## src/rtl/hazard_ctrl.sv

```systemverilog
// hazard_ctrl: pipeline stall/flush control with mult/div busy tracking.
// Optional HAZARD_PERF_EN adds a 32-bit stall-cycle counter output.
module hazard_ctrl #(
  parameter int MULT_CYC = 5,
  parameter int DIV_CYC = 10
) (
  input  logic        clk,
  input  logic        rst_n,
  input  logic [4:0]  rs_D,
  input  logic [4:0]  rt_D,
  input  logic [1:0]  tuse_rs,
  input  logic [1:0]  tuse_rt,
  input  logic [4:0]  a3_E,
  input  logic [1:0]  tnew_E,
  input  logic [4:0]  a3_M,
  input  logic [1:0]  tnew_M,
  input  logic        md_use_D,
  input  logic        md_start,
  input  logic        md_is_div,
  input  logic        intreq,
  output logic        stall,
  output logic        clr_E,
  output logic        flush,
`ifdef HAZARD_PERF_EN
  output logic        md_busy,
  output logic [31:0] stall_cnt
`else
  output logic        md_busy
`endif
);
  logic [3:0] md_cnt, md_cnt_nx;
  logic stall_rs, stall_rt, stall_md;
  always_comb begin
    stall_rs = (rs_D != 5'd0) && ((rs_D == a3_E && tnew_E > tuse_rs) || (rs_D == a3_M && tnew_M > tuse_rs));
    stall_rt = (rt_D != 5'd0) && ((rt_D == a3_E && tnew_E > tuse_rt) || (rt_D == a3_M && tnew_M > tuse_rt));
    stall_md = md_use_D && (md_busy || md_start);
    stall = (stall_rs || stall_rt || stall_md) && !intreq;
    clr_E = stall;
    flush = intreq;
    md_busy = md_cnt != 4'd0;
    // A flushed E-stage op must not start the unit; a started op runs to completion.
    md_cnt_nx = (md_start && !intreq) ? (md_is_div ? 4'(DIV_CYC) : 4'(MULT_CYC))
              : (md_busy ? md_cnt - 4'd1 : 4'd0);
  end
  always_ff @(posedge clk or negedge rst_n)
    if (!rst_n) md_cnt <= 4'd0;
    else md_cnt <= md_cnt_nx;
`ifdef HAZARD_PERF_EN
  always_ff @(posedge clk or negedge rst_n)
    if (!rst_n) stall_cnt <= 32'd0;
    else if (stall) stall_cnt <= stall_cnt + 32'd1;
`endif
endmodule
```

## config.mk

```make
export PLATFORM = sky130hd
export DESIGN_NAME = hazard_ctrl
export DESIGN_NICKNAME = d
export VERILOG_FILES = /design/src/rtl/hazard_ctrl.sv
export SDC_FILE = /design/constraint.sdc
export NUM_CORES = 1
export LEC_CHECK = 0
export ABC_CLOCK_PERIOD_IN_PS = 6200
export CAP_MARGIN = 20
export CORE_MARGIN = 2
export CORE_UTILIZATION = 41
export DETAILED_ROUTE_END_ITERATION = 12
export PLACE_DENSITY = 0.84
export SYNTH_ARGS = -nofsm -noshare
export SYNTH_HDL_FRONTEND = slang
export SYNTH_SLANG_ARGS = --single-unit
export TNS_END_PERCENT = 30
```

## constraint.sdc

```tcl
create_clock -name clk -period 6.2 [get_ports clk]
set_clock_uncertainty 0.2 [all_clocks]
set_input_delay 1.24 -clock clk [delete_from_list [all_inputs] [get_ports clk]]
set_output_delay 1.24 -clock clk [all_outputs]
set_load 0.01 [all_outputs]
```

==> results.cfg, run 1 <==
[floorplanning]
die_w_um = 45.01
die_y_um = 45.01
fp-row-count = 14
dieArea_sq_um = 2025
start_util_pct = 44.72
ios = 38
core_sq_um = 1541

[finish]
fin_cells = 139
reg_top3 = md_cnt: 4 flops
largest_reg_flops = 4
regMostFlops = md_cnt
fin_nets = 167
multi_input_area_sq_um = 544.3
drive_gt1_share_pct = 4.878
fin_util_pct = 70.54
seq_area_sq_um = 100.1
n_antenna_cell = 0
fillCellCount = 135
syn_to_final_growth_pct = 57.71

[sta]
clock.fmax_ghz = 0.2031
final_max_slew_viol_count = 0
max-slew-margin-rel_pct = 80.67
tns_ns = 0
finalCriticalPeriod_ns = 4.924
worst_slew_pin_slew_ns = 0.2863
rsz0062_at_grt = no
fin_crit_sh_pct = 79.43
setup_violations = 0
hold_viol = 0

[routing]
wl_met3_um = 87
avgViaCountPerCell = 5.209
met1_length_um = 819
wl_per_cell_um = 13.05
drc = 0
vias = 724
drt-initial-drc-count = 16
dr.pass1.iters = 4
topRoutingLayerUsed = met3
wl_met2_um = 907
wl_um = 1814
ant_nets = 0

[yosys]
synth_seq_cells = 4
synthDistinctLibCells = 24
avgSynthCellArea_sq_um = 8.111
synth_top_area_share_pct = 14.52
synthTopCellsByArea = dfrtp_1, ha_1, xor2_1
synthCells = 85
yosysSeqAreaShare_pct = 14.52
synth_fp_nets = 127
synthesis.area_sq_um = 689.4
synthesis.yosys.warnings = 0
synth_top_cell_by_area = dfrtp_1

[clocking]
clock_latency_ns = 0.24
cts_tree = done
ctsHtreeMaxLevel = 1
clkSinkCount = 4
cts_setup_buffers = 0
post_cts_resize_count = 0
hold_buffers = 0
clock_path_buffers = 2
numCtsBuffers = 3
cts_root_buffer = clkbuf_4
clkTransAtPathRegs_ns = 0.03

[power_and_ir_drop]
powerDensity_nw_per_um2 = 156.1
p_leak_nw = 0.4439
ir_worst_vdd_v = 0.0001708
power_mw = 0.1697

[run]
drv_cap = 0

[global_routing]
overflow = 0
antenna_found_initial = 0
grt_pass1_vias = 696
track_usage_pct = 19.93
grt_max_degree = 7
grt_pass1_wl_um = 2918

[critical_path]
path_class = input port to output port
critPathLaunchType = input port
crit_fanout = 2
cp.required_ns = 4.76
crit_path_end_kind = output port
cp.arrival_ns = 3.48

[placement]
place.gp.congestion = 0.8782
hpwl_um = 1615
io_buffers = 37
dp.cells = 136

[outcome]
run_status = completed

[worst_hold_path]
hold_path.class = flop to flop
## through the flow
stage	hold slack, ns	cell area (sq um)	setup slack (ns)
floorplan	0.3495	689.4	2.168
global placement	0.3816	1065	1.325
detailed placement	0.4114	1065	1.270
CTS	0.4172	1087	1.256
global route	0.4512	1087	1.155
finish	0.4256	1087	1.276
## critical path, stage by stage
cell and delay, ns:
clkdlybuf4s50_1 0.46, inv_1 0.06, ha_1 0.38, a21oi_4 0.08
a2111oi_4 0.27, a21oi_1 0.12, o311ai_2 0.27, clkdlybuf4s50_1 0.60
## cell families after synthesis
kind of cell	after synthesis	share of synthesized area, %
and+or+nand+nor	27	19.96
xor gates and xnor gates	20	25.41
AOI/OAI and AO/OA	16	19.06
buffers and inverters	10	6.533
adders and majority gates	8	14.52
DFF	4	14.52
## cells in the mapped netlist
library cell  instances
inv_1                 8
a21oi_1               7
a21oi_4               1
xor2_1               11
nor2_1                6
buf_4                 2
dfrtp_1               4
nand2_1               6
nand3_1               1
a2111oi_4             1
and2_1                1
nor3_1                2
nor2b_1               2
a21o_1                1
nand3b_1              1
ha_1                  8
o311ai_0              1
nor4_1                3
nand2b_1              1
o21ai_0               4
nand4_1               3
or4_1                 1
xnor2_1               9
o311ai_2              1
## routing by layer
layer	GRT usage, %	vias to the layer above
li1	-	373
met3	4.800	0
met5	0	-
met2	36.29	20
met4	1.765	0
met1	24.45	331
## placed cells by master, fill, tap and decap left out
cell type        synthesis  final
a21oi_1                  7      7
xor2_1                  11     11
nand4_1                  3      3
a21o_1                   1      1
and2_1                   1      1
o21ai_0                  4      4
or4_1                    1      1
clkdlybuf4s50_1          0     37
nand2b_1                 1      1
nor2b_1                  2      2
xnor2_1                  9      9
a2111oi_4                1      1
clkbuf_4                 0      3
nand3b_1                 1      1
nor4_1                   3      3
dfrtp_1                  4      4
nor3_1                   2      2
nand2_1                  6      6
o311ai_0                 1      1
inv_1                    8      8
ha_1                     8      8
nand3_1                  1      1
nor2_1                   6      6
a21oi_4                  1      1
o311ai_2                 1      1
## layout make-up
type                    count  area share (%)
clock buffers               3           2.071
well taps                  16           1.841
inverters                   8           2.762
multi-input cells          71           50.06
repair buffers             37           34.06
flip-flops and latches      4           9.206
## final timing paths
| path | start | slack (ns) | end | cells past startpoint |
|---|---|---|---|---|
| max | tuse_rt[1] | 1.28 | stall | 8 |
| max in group asynchronous | rst_n | 4.61 | md_cnt[0] | 1 |
| min in group asynchronous | rst_n | 1.02 | md_cnt[3] | 1 |
| min | md_cnt[3] | 0.43 | md_cnt[3] | 2 |
| max reg2reg | md_cnt[1] | 4.99 | md_cnt[0] | 3 |
| min reg2reg | md_cnt[3] | 0.43 | md_cnt[3] | 2 |
## power by group
group / total (mW) / internal [mW] / switching (mW)
registers: 0.0477 / 0.0363 / 0.0114
logic: 0.0903 / 0.0509 / 0.0394
clock network: 0.0317 / 0.0216 / 0.0101
total: 0.170 / 0.109 / 0.0610
Note: power is estimated with default switching activity, not from simulation.
==> inputs of run 2 (changes only) <==
- ABC_CLOCK_PERIOD_IN_PS: 6200 -> 4590
- CORE_UTILIZATION: 41 -> 38
- PLACE_DENSITY: 0.84 -> 0.79
- clock period: 6.2 -> 4.59 ns (I/O delays scaled with it)
==> results.cfg, run 2 (synthesis results as in run 1) <==
[outcome]
run_status = completed

[sta]
setup_violations = 0
final_max_slew_viol_count = 0
hold_viol = 0
clock.fmax_ghz = 0.2355
max-slew-margin-rel_pct = 77.43
finalCriticalPeriod_ns = 4.246
rsz0062_at_grt = no
tns_ns = 0
worst_slew_pin_slew_ns = 0.3343
fin_crit_sh_pct = 92.50

[placement]
io_buffers = 37
hpwl_um = 1606
place.gp.congestion = 0.8114

[run]
drv_cap = 0

[critical_path]
path_class = input port to output port
slowest_delay_ns = 0.61
cp_cell_sequence = clkdlybuf4s50_1 -> inv_1 -> ha_1 -> nand2_1 -> nand4_1 -> nor4_1 -> a21oi_1 -> o311ai_2 -> clkdlybuf4s50_1
r2r-start = md_cnt[0]
crit_path_end_kind = output port
slowest_stage = clkdlybuf4s50_1
critPathCapture = stall
crit_fanout = 2
cp.required_ns = 3.47
path_common_cell = clkdlybuf4s50_1
r2r_cells = 2
reg2reg_slack_ns = 3.40
critical_path.startpoint = tuse_rt[1]
rr_endpoint = md_cnt[3]
cp.arrival_ns = 3.13
critPathLaunchType = input port

[finish]
reg_top3 = md_cnt: 4 flops
regMostFlops = md_cnt
mostFrequentLayoutCell = clkdlybuf4s50_1
syn_to_final_growth_pct = 59.35
largest_reg_flops = 4
drive_gt1_share_pct = 4.878
n_antenna_cell = 0
fin_nets = 167
final_cell_mix = clkdlybuf4s50_1, xor2_1, xnor2_1

[floorplanning]
ios = 38
die_y_um = 46.60
fp-row-count = 15
die_w_um = 46.60
start_util_pct = 40.37
core_sq_um = 1708
dieArea_sq_um = 2171

[routing]
drt-initial-drc-count = 10
ant_nets = 0
dr.pass1.iters = 4
avgViaCountPerCell = 4.905
wl_um = 1787
wl_per_cell_um = 12.07
drc = 0
vias = 726

[clocking]
clock_path_buffers = 2
numCtsBuffers = 3
post_cts_resize_count = 0
cts_root_buffer = clkbuf_4
cts_tree = done
clock_latency_ns = 0.24
cts_setup_buffers = 0
clkSinkCount = 4
ctsHtreeMaxLevel = 1
clkTransAtPathRegs_ns = 0.04
hold_buffers = 0

[worst_hold_path]
hold_path.class = flop to flop
hold_start = md_cnt[3]

[global_routing]
grt_pass1_wl_um = 2884
track_usage_pct = 18.87
antenna_found_initial = 0
grt_max_degree = 7
grt_pass1_vias = 716
overflow = 0

[power_and_ir_drop]
ir_worst_vdd_v = 0.0001889
power_mw = 0.2287
p_leak_nw = 0.4439
powerDensity_nw_per_um2 = 208.2
## run 2: cell type report
cell class,count,area [sq um]
fill,151,609.3
tap,25,31.28
inverter,8,30.03
multi-input combinational,71,544.3
clock buffer,3,22.52
sequential,4,100.1
timing repair buffer,37,370.4
## run 2: critical path: cells and delay by family
kind	cells	cell delay [ns]
adders and majority gates	1	0.30
AOI/OAI and AO/OA	2	0.35
and+or+nand+nor	3	0.44
buffers and inverters	3	1.11
## run 2: where the power goes
group / internal [mW] / switching, mW
Combinational: 0.0687 / 0.0520
Sequential: 0.0489 / 0.0142
Clock: 0.0293 / 0.0156
## run 2: layer usage
metal | share of wire, % | track usage [%] | vias to the layer above
met2 | 49 | 34.44 | 28
met5 | 0 | 0 | -
met3 | 6.6 | 7.451 | 2
li1 | - | - | 372
met4 | 0.67 | 1.714 | 0
met1 | 43 | 21.11 | 324
## run 2: how the worst min path moves through the flow
stage	end	cells after the start	slack (ns)
global placement	md_cnt[3]	2	0.38
detailed placement	md_cnt[3]	2	0.40
floorplan	md_cnt[3]	2	0.35
CTS	md_cnt[3]	2	0.41
global route	md_cnt[3]	2	0.45
finish	md_cnt[3]	2	0.41
## run 2: per-stage QoR
step                setup slack (ns)  hold WS, ns  utilization, %  cell area [sq um]  instances
floorplan                      1.202       0.3495               -              689.4         85
global placement              0.3649       0.3795           63.00               1076        145
detailed placement            0.3569       0.4041           63.00               1076        145
CTS                           0.3314       0.4108           64.32               1099        148
global route                  0.1937       0.4536           64.32               1099        148
finish                        0.3444       0.4083           64.32               1099        148
==> inputs of run 3 (changes only) <==
- CELL_PAD_IN_SITES_DETAIL_PLACEMENT: not set -> 1
- CELL_PAD_IN_SITES_GLOBAL_PLACEMENT: not set -> 1
- CORE_UTILIZATION: 38 -> 26
- GPL_TIMING_DRIVEN: not set -> 0
- PLACE_DENSITY: 0.79 -> not set
- PLACE_DENSITY_LB_ADDON: not set -> 0.1
==> results.cfg, run 3 (synthesis results as in run 1) <==
[finish]
n_antenna_cell = 0
syn_to_final_growth_pct = 63.34
fillCellCount = 313
largest_reg_flops = 4
final_cell_mix = clkdlybuf4s50_1, xor2_1, xnor2_1
seq_area_sq_um = 100.1
drive_gt1_share_pct = 7.200
multi_input_area_sq_um = 550.5
mostFrequentLayoutCell = clkdlybuf4s50_1
fin_nets = 169
reg_top3 = md_cnt: 4 flops
regMostFlops = md_cnt

[critical_path]
r2r_cells = 3
path_common_cell = clkdlybuf4s50_1
critPathLaunchType = input port
rr_endpoint = md_cnt[0]
cp.arrival_ns = 3.31
crit_fanout = 2
r2r-start = md_cnt[0]
cp.required_ns = 3.47
path_class = input port to output port
cp_cell_sequence = clkdlybuf4s50_1 -> inv_1 -> ha_1 -> nand2_1 -> nand4_1 -> nor4_2 -> a21oi_1 -> o311ai_2 -> buf_4 -> clkdlybuf4s50_1
slowest_stage = clkdlybuf4s50_1
slowest_delay_ns = 0.52
crit_path_end_kind = output port
reg2reg_slack_ns = 3.43

[worst_hold_path]
hold_start = md_cnt[3]
hold_path.class = flop to flop
hold-path-cell-count = 2
hold_end = md_cnt[3]

[placement]
place.gp.congestion = 0.7114
io_buffers = 37
hpwl_um = 1947

[clocking]
numCtsBuffers = 3
ctsHtreeMaxLevel = 1
clkTransAtPathRegs_ns = 0.04
cts_root_buffer = clkbuf_4
clock_latency_ns = 0.23
cts_tree = done
clock_path_buffers = 2
clkSinkCount = 4

[floorplanning]
dieArea_sq_um = 3080
die_w_um = 55.50
die_y_um = 55.50
ios = 38
core_sq_um = 2500
fp-row-count = 18
start_util_pct = 27.58

[routing]
dr.pass1.iters = 2
vias = 743
wl_um = 2121
drc = 0
wl_per_cell_um = 13.68
avgViaCountPerCell = 4.794
ant_nets = 0
drt-initial-drc-count = 9

[sta]
hold_viol = 0
setup_violations = 0
rsz0062_at_grt = no
hold_ws_ns = 0.4065
clock.fmax_ghz = 0.2256
final_max_slew_viol_count = 0
fin_crit_sh_pct = 96.57
finalCriticalPeriod_ns = 4.433
tns_ns = 0
max-slew-margin-rel_pct = 79.40
worst_slew_pin_slew_ns = 0.3051

[power_and_ir_drop]
clkPwrFrac_pct = 18.7
power_frac_comb_pct = 54.0
seqPwrFrac_pct = 27.4
ir_worst_vdd_v = 0.0001541
p_sw_share_pct = 35.61
powerDensity_nw_per_um2 = 205.4
p_int_mw = 0.1489
switchingPower_mw = 0.08237
p_leak_nw = 0.4541
power_mw = 0.2313

[global_routing]
grt_max_degree = 7
overflow = 0
antenna_found_initial = 0
track_usage_pct = 14.92
grt_pass1_vias = 782
grt_pass1_wl_um = 3657

[run]
drv_cap = 0

[outcome]
run_status = completed
-- run 3: changes by cell type in the layout (fill, tap and decap cells not counted), sizes merged --
cell	delta
buf	+2
-- run 3: how the worst max path moves through the flow --
stage | to | from | slack, ns
2_1_floorplan | stall | tuse_rt[1] | 1.20
3_3_place_gp | stall | tuse_rt[1] | 0.15
3_5_place_dp | stall | tuse_rt[1] | 0.08
4_1_cts | stall | tuse_rt[1] | 0.06
5_1_grt | stall | tuse_rt[1] | 0.01
6_report | stall | tuse_rt[1] | 0.16
-- run 3: power groups by stage --
stage	Sequential, mW	Clock [mW]	Combinational [mW]
after floorplan	0.0594	0	0.0657
after global placement	0.0628	0	0.123
after detailed placement	0.0634	0	0.126
after CTS	0.0629	0.0457	0.127
after global routing	0.0658	0.0486	0.140
final	0.0633	0.0432	0.125
-- run 3: area by class of cell --
type,count,share of cell area (%)
multi-input combinational,71,48.89
timing repair buffer,37,32.89
sequential,4,8.889
tap,30,3.333
inverter,8,2.667
clock buffer,3,2.000
buffer,2,1.333
-- run 3: critical path: cells and delay by family --
| family | cells | cell delay, ns |
|---|---|---|
| buffers and inverters | 4 | 1.19 |
| and+or+nand+nor | 3 | 0.52 |
| AOI/OAI and AO/OA | 2 | 0.38 |
| adders and majority gates | 1 | 0.30 |
-- run 3: timing repair --
item                                    CTS  global route
endpoints found under the setup margin    0             1
setup buffers                             0             0
gates resized for setup                   0             1
hold buffers                              0             0
-- run 3: per-layer routing --
metal	track usage [%]	wire [um]
met3	4.215	97
met4	1.045	0
met2	26.02	1061
met1	18.98	963
met5	0	0
-- run 3: through the flow --
| step | util (%) | cell area (sq um) | setup WS (ns) | cells |
|---|---|---|---|---|
| after floorplan | - | 689.4 | 1.202 | 85 |
| after global placement | 43.89 | 1097 | 0.1463 | 152 |
| after detailed placement | 43.89 | 1097 | 0.08240 | 152 |
| after CTS | 44.79 | 1120 | 0.06451 | 155 |
| after global routing | 45.05 | 1126 | 0.01445 | 155 |
| final | 45.05 | 1126 | 0.1573 | 155 |
